### src/rtl/score_digit_renderer.sv
// Binary score -> 4 BCD digits (sequential double-dabble), rendered as an 8x8-font text field.
// Optional: define LEADING_ZERO_BLANK_EN to blank leading zero digits (units always shown).
module score_digit_renderer #(
  parameter int X0          = 16,
  parameter int Y0          = 16,
  parameter int SCALE_SHIFT = 1
) (
  input  logic        clk,
  input  logic        rst,
  input  logic [13:0] value,
  input  logic        value_valid,
  output logic        value_ready,
  output logic        conv_done,
  input  logic [9:0]  pixel_x,
  input  logic [9:0]  pixel_y,
  output logic [3:0]  rom_digit,
  output logic [2:0]  rom_row,
  input  logic [7:0]  rom_bitmap,
  output logic        pixel_on
);

  localparam int GLYPH_W = 8 << SCALE_SHIFT;
  localparam int FIELD_W = 4 * GLYPH_W;
  localparam int FIELD_H = GLYPH_W;

  typedef enum logic [1:0] {S_IDLE, S_CONV, S_COMMIT} state_t;

  state_t      r_state;
  logic [13:0] r_bin;
  logic [15:0] r_bcd;
  logic [3:0]  r_bit_cnt;
  logic [3:0]  r_digit [4];   // [3] = thousands .. [0] = units
  logic [15:0] w_bcd_adj;

  // NOTE: every variable driven in always_comb gets a value on every path, so no latch is inferred.
  always_comb begin
    w_bcd_adj = r_bcd;
    for (int n = 0; n < 4; n++) begin
      if (r_bcd[n*4 +: 4] >= 4'd5) w_bcd_adj[n*4 +: 4] = r_bcd[n*4 +: 4] + 4'd3;
    end
  end

  // NOTE: sequential state uses non-blocking assignments so every register samples pre-edge values.
  always_ff @(posedge clk or posedge rst) begin
    if (rst) begin
      r_state     <= S_IDLE;
      value_ready <= 1'b1;
      conv_done   <= 1'b0;
      r_bin       <= '0;
      r_bcd       <= '0;
      r_bit_cnt   <= '0;
      // NOTE: the digit registers are reset because the display must read 0000 straight out of reset.
      for (int n = 0; n < 4; n++) r_digit[n] <= '0;
    end else begin
      conv_done <= 1'b0;
      case (r_state)
        S_IDLE: begin
          if (value_valid) begin
            r_bin       <= (value > 14'd9999) ? 14'd9999 : value;
            r_bcd       <= '0;
            r_bit_cnt   <= '0;
            value_ready <= 1'b0;
            r_state     <= S_CONV;
          end
        end
        S_CONV: begin
          r_bcd     <= {w_bcd_adj[14:0], r_bin[13]};
          r_bin     <= {r_bin[12:0], 1'b0};
          r_bit_cnt <= r_bit_cnt + 4'd1;
          if (r_bit_cnt == 4'd13) r_state <= S_COMMIT;
        end
        S_COMMIT: begin
          for (int n = 0; n < 4; n++) r_digit[n] <= r_bcd[n*4 +: 4];
          conv_done   <= 1'b1;
          value_ready <= 1'b1;
          r_state     <= S_IDLE;
        end
        default: r_state <= S_IDLE;
      endcase
    end
  end

  logic [9:0] w_dx, w_dy;
  logic       w_in_field;
  logic [1:0] w_idx, w_sel;
  logic [2:0] w_col;
  logic [3:0] w_blank;

  assign w_dx       = pixel_x - 10'(X0);
  assign w_dy       = pixel_y - 10'(Y0);
  assign w_in_field = (pixel_x >= 10'(X0)) && (w_dx < 10'(FIELD_W)) &&
                      (pixel_y >= 10'(Y0)) && (w_dy < 10'(FIELD_H));
  assign w_idx      = 2'(w_dx >> (3 + SCALE_SHIFT));
  assign w_col      = 3'(w_dx >> SCALE_SHIFT);
  assign w_sel      = 2'd3 - w_idx;   // slot 0 (leftmost) shows the thousands digit
  assign rom_row    = 3'd7 - 3'(w_dy >> SCALE_SHIFT);

`ifdef LEADING_ZERO_BLANK_EN
  assign w_blank[3] = (r_digit[3] == 4'd0);
  assign w_blank[2] = w_blank[3] && (r_digit[2] == 4'd0);
  assign w_blank[1] = w_blank[2] && (r_digit[1] == 4'd0);
  assign w_blank[0] = 1'b0;
`else
  assign w_blank = '0;
`endif

  assign rom_digit = (w_in_field && !w_blank[w_sel]) ? r_digit[w_sel] : 4'd15;

  always_ff @(posedge clk or posedge rst) begin
    if (rst) pixel_on <= 1'b0;
    else     pixel_on <= w_in_field & rom_bitmap[3'd7 - w_col];
  end

endmodule

### config.mk
export PLATFORM = sky130hd
export DESIGN_NAME = score_digit_renderer
export DESIGN_NICKNAME = d
export VERILOG_FILES = /design/src/rtl/score_digit_renderer.sv
export SDC_FILE = /design/constraint.sdc
export NUM_CORES = 1
export LEC_CHECK = 0
export ABC_CLOCK_PERIOD_IN_PS = 3550
export BUFFER_PORTS_ARGS = -buffer_cell sky130_fd_sc_hd__buf_2
export CORE_UTILIZATION = 45
export CTS_BUF_LIST = sky130_fd_sc_hd__clkbuf_4 sky130_fd_sc_hd__clkbuf_8
export DETAILED_ROUTE_END_ITERATION = 6
export PLACE_DENSITY = 0.72
export SYNTH_ARGS = -nofsm -noshare
export SYNTH_HDL_FRONTEND = slang
export SYNTH_SLANG_ARGS = --single-unit
### constraint.sdc
create_clock -name clk -period 3.55 [get_ports clk]
set_input_delay 0.355 -clock clk [delete_from_list [all_inputs] [get_ports clk]]
set_output_delay 0.355 -clock clk [all_outputs]
set_load 0.05 [all_outputs]
======== Word-level counts from Yosys, hierarchy flattened ========
Index checks and enable logic that the tools add are counted.
word-level totals
  bits in registers ....................... 55
  bits of input ports ..................... 45
  output and inout bits ................... 10
  word-level logic and storage cells ...... 76
operators by class
  $add $sub $neg .......................... 10
  magnitude comparators ................... 12
  equal/unequal tests ..................... 5
  muxes and demuxes ....................... 25
  bitwise logic cells ..................... 2
  reduce and logical (&&, ||, !) cells .... 11
operator list
  operator                 number
  $pmux W16 S2             1
  $mux W14                 2
  $mux W4                  7
  $pmux W14 S2             1
  $ge A10 B5 Y1 const B    2
  $sub A10 B5 Y10 const B  2
  $ge A4 B3 Y1 const B     4
  $mux W16                 1
  $gt A14 B14 Y1 const B   1
  $add A4 B2 Y4 const B    3
  $lt A10 B5 Y1 const B    1
  $lt A10 B7 Y1 const B    1
  $bmux W4 S2              1
  $pmux W4 S2              1
  $reduce_and A2 Y1        3
  $sub A3 B3 Y3 const A    2
  $add A4 B1 Y4 const B    1
  $eq A4 B4 Y1 const B     1
  $logic_and A1 B1 Y1      4
  $lt A3 B4 Y1 const B     1
  $mux W1                  4
  $mux W2                  2
  $ne A2 B2 Y1 const B     2
  $pmux W2 S2              1
  other kinds (15)         16

======== Longest topological paths before layout ========
Gate-level depths: netlist (run 1).
  word-level depth ........................ 7
  depth in mapped cells ................... 7
  depth with buffers taken out ............ 6

======== Least setup slack after synthesis (run 1) ========
OpenSTA, ideal clock, no wires.
  path type ............................... input port to output port
  start ................................... in pixel_x[4]
  end ..................................... out rom_digit[0]
  arrival time ............................ 1.592 ns
  data required time ...................... 3.195 ns
  slack ................................... 1.603 ns
  cell stages on the path ................. 5
  path buffers ............................ 1
  path through ............................ buf_2 > inv_1 > ha_1 > mux4_2 > nand2b_1
on the way
  longest elaborated chain between the ends .. 7
  elaborated cells on any way between the ends .. 16
  those cells by class .................... add/sub (2); order compare (2); mux (6); bitwise (1); reduce/logical (5)
ends and longest elaborated chain
  what                                                      RTL line  source
  from (decl)                                               14        input logic [9:0] pixel_x,
  $sub A10 B5 Y10                                           89        assign w_dx = pixel_x - 10'(X0);
  $lt A10 B7 Y1 or $sub A2 B2 Y2 (tied branches)            91, 95
  $logic_and A1 B1 Y1 (tied with other cells) (2 in a row)  91        assign w_in_field = (pixel_x >= 10'(X0)) && (w_dx < 10'(FIELD_W)) &&
  $logic_and A1 B1 Y1 (tied with other cells)               92        (pixel_y >= 10'(Y0)) && (w_dy < 10'(FIELD_H));
  $logic_and A1 B1 Y1 or $mux W4 (tied branches)            107       assign rom_digit = (w_in_field && !w_blank[w_sel]) ? r_digit[w_sel] : 4'd15;
  $mux W4 *                                                 107
  to (decl)                                                 16        output logic [3:0] rom_digit,
Mark *: on every way between the ends. The rest lies on a longest branch, timed or not. The select of a mux whose other input is x is not followed.

======== Worst setup path in the final report (run 1) ========
  start ................................... in pixel_x[4]
  end ..................................... out rom_digit[1]
The elaborated chain is that of the path after synthesis.

==> reports/qor.txt, run 1 <==
Status - finished, final reports clean
Placeable core region - 5990 um^2
Synth warn - 0
Worst Tran Pin Value - 0.913 ns
Post-synthesis adder-cell area fraction - 4.89%
FMAX - 503 MHz
Filler cell count - 551
Max-cap check violation count - 0
Sequential fraction of the synthesis area - 48.9%
Post-CTS setup repair buffer count - 0
Final Critical Period - 1.99 ns
Layout Nets - 368
FF+latch count, synth - 55
Die Wd - 81.1 um
Area Growth Syn to Fin - 14.8%
Most frequent cells in the layout - 54 x dfrtp_1, 52 x buf_2, 26 x o21ai_0, 20 x mux2_2, 18 x inv_1
Setup TNS - 0 ns
Top Ports - 55
Starting density of the core - 47.0%
Critical R2R Launch - r_state[1]$_DFFE_PP0P_
Cts bufs inserted - 5
Reg2reg end - r_bcd[3]$_DFFE_PP0P_
RSZ-0062 raised after global routing - false
Die Ht - 81.1 um
Synth Area in Compound Gates - 13.6%
Synth top area cells - dfrtp_1 48%, mux2_2 8.0%, ha_1 4.9%
Cell area after synthesis - 2820 um^2
Max-slew violations - 0
Overflow after GRT - 0
DR WL/cell - 13.8 um
Synth Area in Simple Gates - 12.7%
Slew margin rel. - 39.0%
Post-synth EDFFs - 0
First-pass GRT wire length - 9.10 mm
Initial antenna violation count - 0
Clock latency at the later pin of the worst-skew pair - 0.31 ns
Pwr per Cell Area - 754 nW/um^2
Post-synth top flop - dfrtp_1
CTS tree - built
Commonest non-fill, non-tap cell in the layout - dfrtp_1
Final Hold Viols - 0
Max Root-Sink Buffers - 2
CP Class - in -> out
PostCTS Resize Cnt - 0
Final HPWL DP - 3.86 mm
Worst Path Required - 3.19 ns
Setup slack, reg-to-reg - 1.68 ns
Fin crit share - 56.0%
CTS Root Cell - clkbuf_8
Reg2Reg Depth - 4
Async S/R FF share, synth - 100%
Largest family of logic cells by synthesized area - compound AO/OA/AOI/OAI gates
Die area - 6580 um^2
Worst Skew - 0.00798 ns
IO buf count - 52
Yosys top cell area share - 48.0%
Vias per cell - 5.54
Post-synthesis mux area share - 13.1%
Hold crit path type - in -> async
Final WL - 5.35 mm
CP endpoint kind - output port
Gpl congestion - 0.789
Synth unique cells - 37
# H-tree levels - 2
Setup violators final - 0
Crit path max fanout - 7
Cells after Synth - 261
GRT Overall Usage - 18.2%
Drt pass-1 iters - 4
Syn Nets - 317
Inserted Diodes - 0
Leakage power - 1.50 nW
Synth Area in XOR/XNOR - 1.87%
Hold Buf Count CTS - 0
Vias - 2148
Initial DRC count - 108
Row count - 28
Largest net degree at the start of global routing - 45
DRC viols - 0
Critical Path Source Type - input pin
Synth area leader - dfrtp_1
Arrival @ worst endpoint - 1.63 ns
PnR Total Power - 2.44 mW
Layout cells sized above 1 - 29.7%
Clock Sinks - 55
Peak supply drop - 0.389 mV
Clk pin slew, worst setup/hold paths - 0.10 ns
Post-Syn Area per Cell - 10.8 um^2
Vias in the first global route - 2005
ANT nets after route - 0
## stage by stage
stage	setup slack [ns]	instances	utilization (%)	area, um^2	hold slack [ns]
finish	1.56	388	54.0	3230	0.223
global route	1.45	388	54.0	3230	0.263
CTS	1.54	388	54.0	3230	0.251
detailed placement	1.54	380	52.4	3140	0.476
global placement	1.58	380	52.4	3140	0.447
floorplan	1.60	261	-	2820	0.439
## power breakdown
group | switching [mW] | total, mW | internal [mW]
sequential | 0.215 | 1.11 | 0.900
clock | 0.211 | 0.353 | 0.142
combinational | 0.490 | 0.971 | 0.482
total | 0.916 | 2.44 | 1.52
## how the worst max path moves through the flow
stage	from	to	slack, ns	cells past startpoint
3_5_place_dp	pixel_x[4]	rom_digit[1]	1.54	6
3_3_place_gp	pixel_x[4]	rom_digit[1]	1.58	6
2_1_floorplan	pixel_x[4]	rom_digit[0]	1.60	5
6_report	pixel_x[4]	rom_digit[1]	1.56	6
4_1_cts	pixel_x[4]	rom_digit[1]	1.54	6
5_1_grt	pixel_x[4]	rom_digit[3]	1.45	8
## kinds of logic (layout without fill, tap and decap cells)
logic type / Yosys count / count (layout)
compound gates: 62 / 62
fa+ha+maj: 11 / 11
mux: 27 / 27
flops: 55 / 55
xor+xnor: 6 / 6
buf+inv: 32 / 84
simple gates: 68 / 68
## Yosys cell counts, drive strengths merged (3+ instances only)
| cell | n |
|---|---|
| o31ai | 7 |
| mux2 | 20 |
| a32o | 4 |
| nand2b | 10 |
| clkbuf | 4 |
| nand3 | 14 |
| nand2 | 17 |
| o22ai | 3 |
| a21oi | 12 |
| inv | 19 |
| dfrtp | 54 |
| nor2 | 7 |
| buf | 9 |
| and3 | 4 |
| a221o | 4 |
| o21ai | 26 |
| mux4 | 6 |
| xnor2 | 4 |
| or3 | 4 |
| ha | 11 |
## critical path, stage by stage
cell and delay [ns]:
buf_2 0.18, inv_1 0.06, ha_1 0.35, mux4_2 0.31, nand2b_1 0.15, buf_2 0.22
## layer usage
layer / track usage (%) / up-vias / wire, um
met5: 0 / - / 0
met4: 3.93 / 0 / 15
met3: 4.16 / 2 / 209
met2: 31.6 / 49 / 2680
met1: 23.0 / 1058 / 2440
li1: - / 1039 / -
## cell type report
type	instances	area (um^2)	share of cell area, %
Sequential cell	55	1380	42.6
Multi-Input combinational cell	174	1300	40.2
Inverter	19	71.3	2.21
Tap cell	75	93.8	2.90
Timing Repair Buffer	57	298	9.21
Clock buffer	5	68.8	2.13
Clock inverter	3	23.8	0.735
## state kept, by name, summed over array words and instances, names as in the netlist
signal and cells:
pixel_on 1, value_ready 1, conv_done 1, r_bin 14, r_bcd 16, r_bit_cnt 4, r_state 2, r_digit 16
Note: power is estimated with default switching activity, not from simulation.
==> run 2: changes to the inputs <==
--- a/config.mk
+++ b/config.mk
@@ -5,7 +5,7 @@
 export SDC_FILE = /design/constraint.sdc
 export NUM_CORES = 1
 export LEC_CHECK = 0
-export ABC_CLOCK_PERIOD_IN_PS = 3550
+export ABC_CLOCK_PERIOD_IN_PS = 1960
 export BUFFER_PORTS_ARGS = -buffer_cell sky130_fd_sc_hd__buf_2
 export CORE_UTILIZATION = 45
 export CTS_BUF_LIST = sky130_fd_sc_hd__clkbuf_4 sky130_fd_sc_hd__clkbuf_8
==> constraint.sdc (replaced) <==
create_clock -name clk -period 1.96 [get_ports clk]
set_input_delay 0.196 -clock clk [delete_from_list [all_inputs] [get_ports clk]]
set_output_delay 0.196 -clock clk [all_outputs]
set_load 0.05 [all_outputs]
==> run 2 against run 1 <==
Against the previous run: sequential share of layout area is 0.90 points lower; non-clock buffer count rose by 6; via count fell by 0.65%; critical path depth shrank 3; total power is 88% higher; worst setup slack lost 1.3 ns; global-route usage shrank 0.11 points; final cell count is 1.5% higher; register-to-register slack got worse by 1.4 ns; wire length grew 0.19%.
==> reports/qor.txt, run 2 (same netlist as run 1, synthesis figures left out) <==
CP Class - reg -> out
Worst Path Required - 1.76 ns
Clk pin slew, worst setup/hold paths - 0.10 ns
Setup crit end - rom_digit[3]
Status - finished, final reports clean
Max-cap check violation count - 0
Top Ports - 55
Die area - 6580 um^2
CP endpoint kind - output port
Max-slew violations - 0
Post-CTS setup repair buffer count - 0
Gpl congestion - 0.817
Cts bufs inserted - 5
Clock Power Share - 16.5%
Filler cell count - 520
Setup TNS - 0 ns
Logic pwr share - 39.6%
Initial DRC count - 71
Initial antenna violation count - 0
Worst Skew - 0.00595 ns
Worst Slack Setup Final - 0.244 ns
Row count - 28
Leakage power - 1.55 nW
Layout Nets - 374
Final HPWL DP - 3.98 mm
Most frequent cells in the layout - 54 x dfrtp_1, 52 x buf_2, 26 x o21ai_0, 20 x mux2_2, 18 x inv_1
Crit path cell chain - mux4_2 > nand2b_1 > buf_2
RSZ-0062 raised after global routing - false
FF/Latch Area - 1380 um^2
ANT nets after route - 0
Starting density of the core - 47.0%
Die Wd - 81.1 um
GRT Overall Usage - 18.1%
Critical R2R Launch - r_bcd[4]$_DFFE_PP0P_
DRC viols - 0
Sequential share of power - 43.9%
Setup violators final - 0
Largest net degree at the start of global routing - 28
Hold crit path type - in -> reg
Overflow after GRT - 0
Placeable core region - 5990 um^2
CP max-delay cell - mux4_2
Worst setup path start - r_digit[7]$_DFFE_PP0P_
Reg2reg end - r_bcd[6]$_DFFE_PP0P_
Worst Tran Pin Value - 0.360 ns
Layout cells sized above 1 - 30.7%
Critical Path Source Type - flip-flop
Fin crit share - 87.6%
Vias per cell - 5.42
Inserted Diodes - 0
Crit path max fanout - 2
Pwr per Cell Area - 1390 nW/um^2
Worst stage delay on the critical path - 0.45 ns
# H-tree levels - 2
Reg2Reg Depth - 6
DR WL/cell - 13.6 um
Commonest non-fill, non-tap cell in the layout - dfrtp_1
Final Hold Viols - 0
Peak supply drop - 0.758 mV
Die Ht - 81.1 um
Clock Sinks - 55
Place WS - 0.269 ns
First-pass GRT wire length - 8.98 mm
Vias in the first global route - 2015
P_sw - 1.66 mW
Multi-input gate area - 1300 um^2
Drt pass-1 iters - 4
FMAX - 583 MHz
Top flop regs - r_bcd: 16 flops, r_digit: 16 flops, r_bin: 14 flops
Slew margin rel. - 76.0%
Hold depth - 3
IO buf count - 52
Max Root-Sink Buffers - 2
CTS Root Cell - clkbuf_8
Switching share of power - 36.2%
Hold path startpoint - value[1]
Final WL - 5.36 mm
Vias - 2134
Area Growth Syn to Fin - 17.3%
Hold Buf Count CTS - 1
CTS tree - built
Setup slack, reg-to-reg - 0.26 ns
PostCTS Resize Cnt - 0
Clock latency at the later pin of the worst-skew pair - 0.31 ns
P_int - 2.92 mW
Final Critical Period - 1.72 ns
Arrival @ worst endpoint - 1.52 ns
run 2: changes by cell type in the layout (fill, tap and decap cells not counted), sizes merged:
| cell | before | now |
|---|---|---|
| dlygate4sd3 | 0 | 1 |
| bufinv | 0 | 1 |
| buf | 57 | 62 |
| clkinvlp | 2 | 1 |
run 2: final cells by class:
| cell class | instances | share of cell area (%) |
|---|---|---|
| timing repair buffer | 63 | 10.5 |
| clock inverter | 3 | 1.40 |
| tap | 75 | 2.84 |
| clock buffer | 5 | 2.08 |
| inverter | 19 | 2.16 |
| multi-input combinational | 174 | 39.4 |
| sequential | 55 | 41.7 |
run 2: power by group through the flow:
stage / Combinational [mW] / Sequential [mW] / Clock, mW
final: 1.82 / 2.01 / 0.757
after CTS: 1.83 / 2.01 / 0.782
after detailed placement: 1.82 / 2.03 / 0
after global routing: 2.07 / 2.09 / 0.828
after floorplan: 1.46 / 1.92 / 0
after global placement: 1.75 / 2.02 / 0
run 2: how the worst min path moves through the flow:
stage,end,slack [ns]
6_report,r_bin[1]$_DFFE_PP0P_,0.10
3_3_place_gp,r_digit[12]$_DFFE_PP0P_,0.06
4_1_cts,r_bin[1]$_DFFE_PP0P_,0.09
2_1_floorplan,r_bin[1]$_DFFE_PP0P_,0.32
3_5_place_dp,r_digit[15]$_DFFE_PP0P_,0.07
5_1_grt,r_bin[1]$_DFFE_PP0P_,0.08
run 2: layer usage:
| metal | track usage, % | share of wire (%) | vias to the layer above |
|---|---|---|---|
| li1 | - | - | 1052 |
| met1 | 22.4 | 47 | 1028 |
| met2 | 30.9 | 48 | 47 |
| met3 | 5.51 | 4.3 | 7 |
| met4 | 3.75 | 1.0 | 0 |
| met5 | 0 | 0 | - |
run 2: critical path, delay by kind of cell, from the launching register on:
kind | cells | cell delay, ns
buf+inv | 1 | 0.21
flops | 1 | 0.41
mux | 1 | 0.45
simple gates | 1 | 0.15
run 2: stage by stage:
stage | hold slack [ns] | power, mW | util, % | std cells | cell area (um^2)
finish | 0.102 | 4.58 | 55.2 | 394 | 3300
global route | 0.0838 | 4.99 | 55.2 | 394 | 3300
CTS | 0.0915 | 4.62 | 55.2 | 394 | 3300
detailed placement | 0.0669 | 3.85 | 53.1 | 385 | 3180
global placement | 0.0645 | 3.77 | 53.1 | 385 | 3180
floorplan | 0.317 | 3.37 | - | 261 | 2820
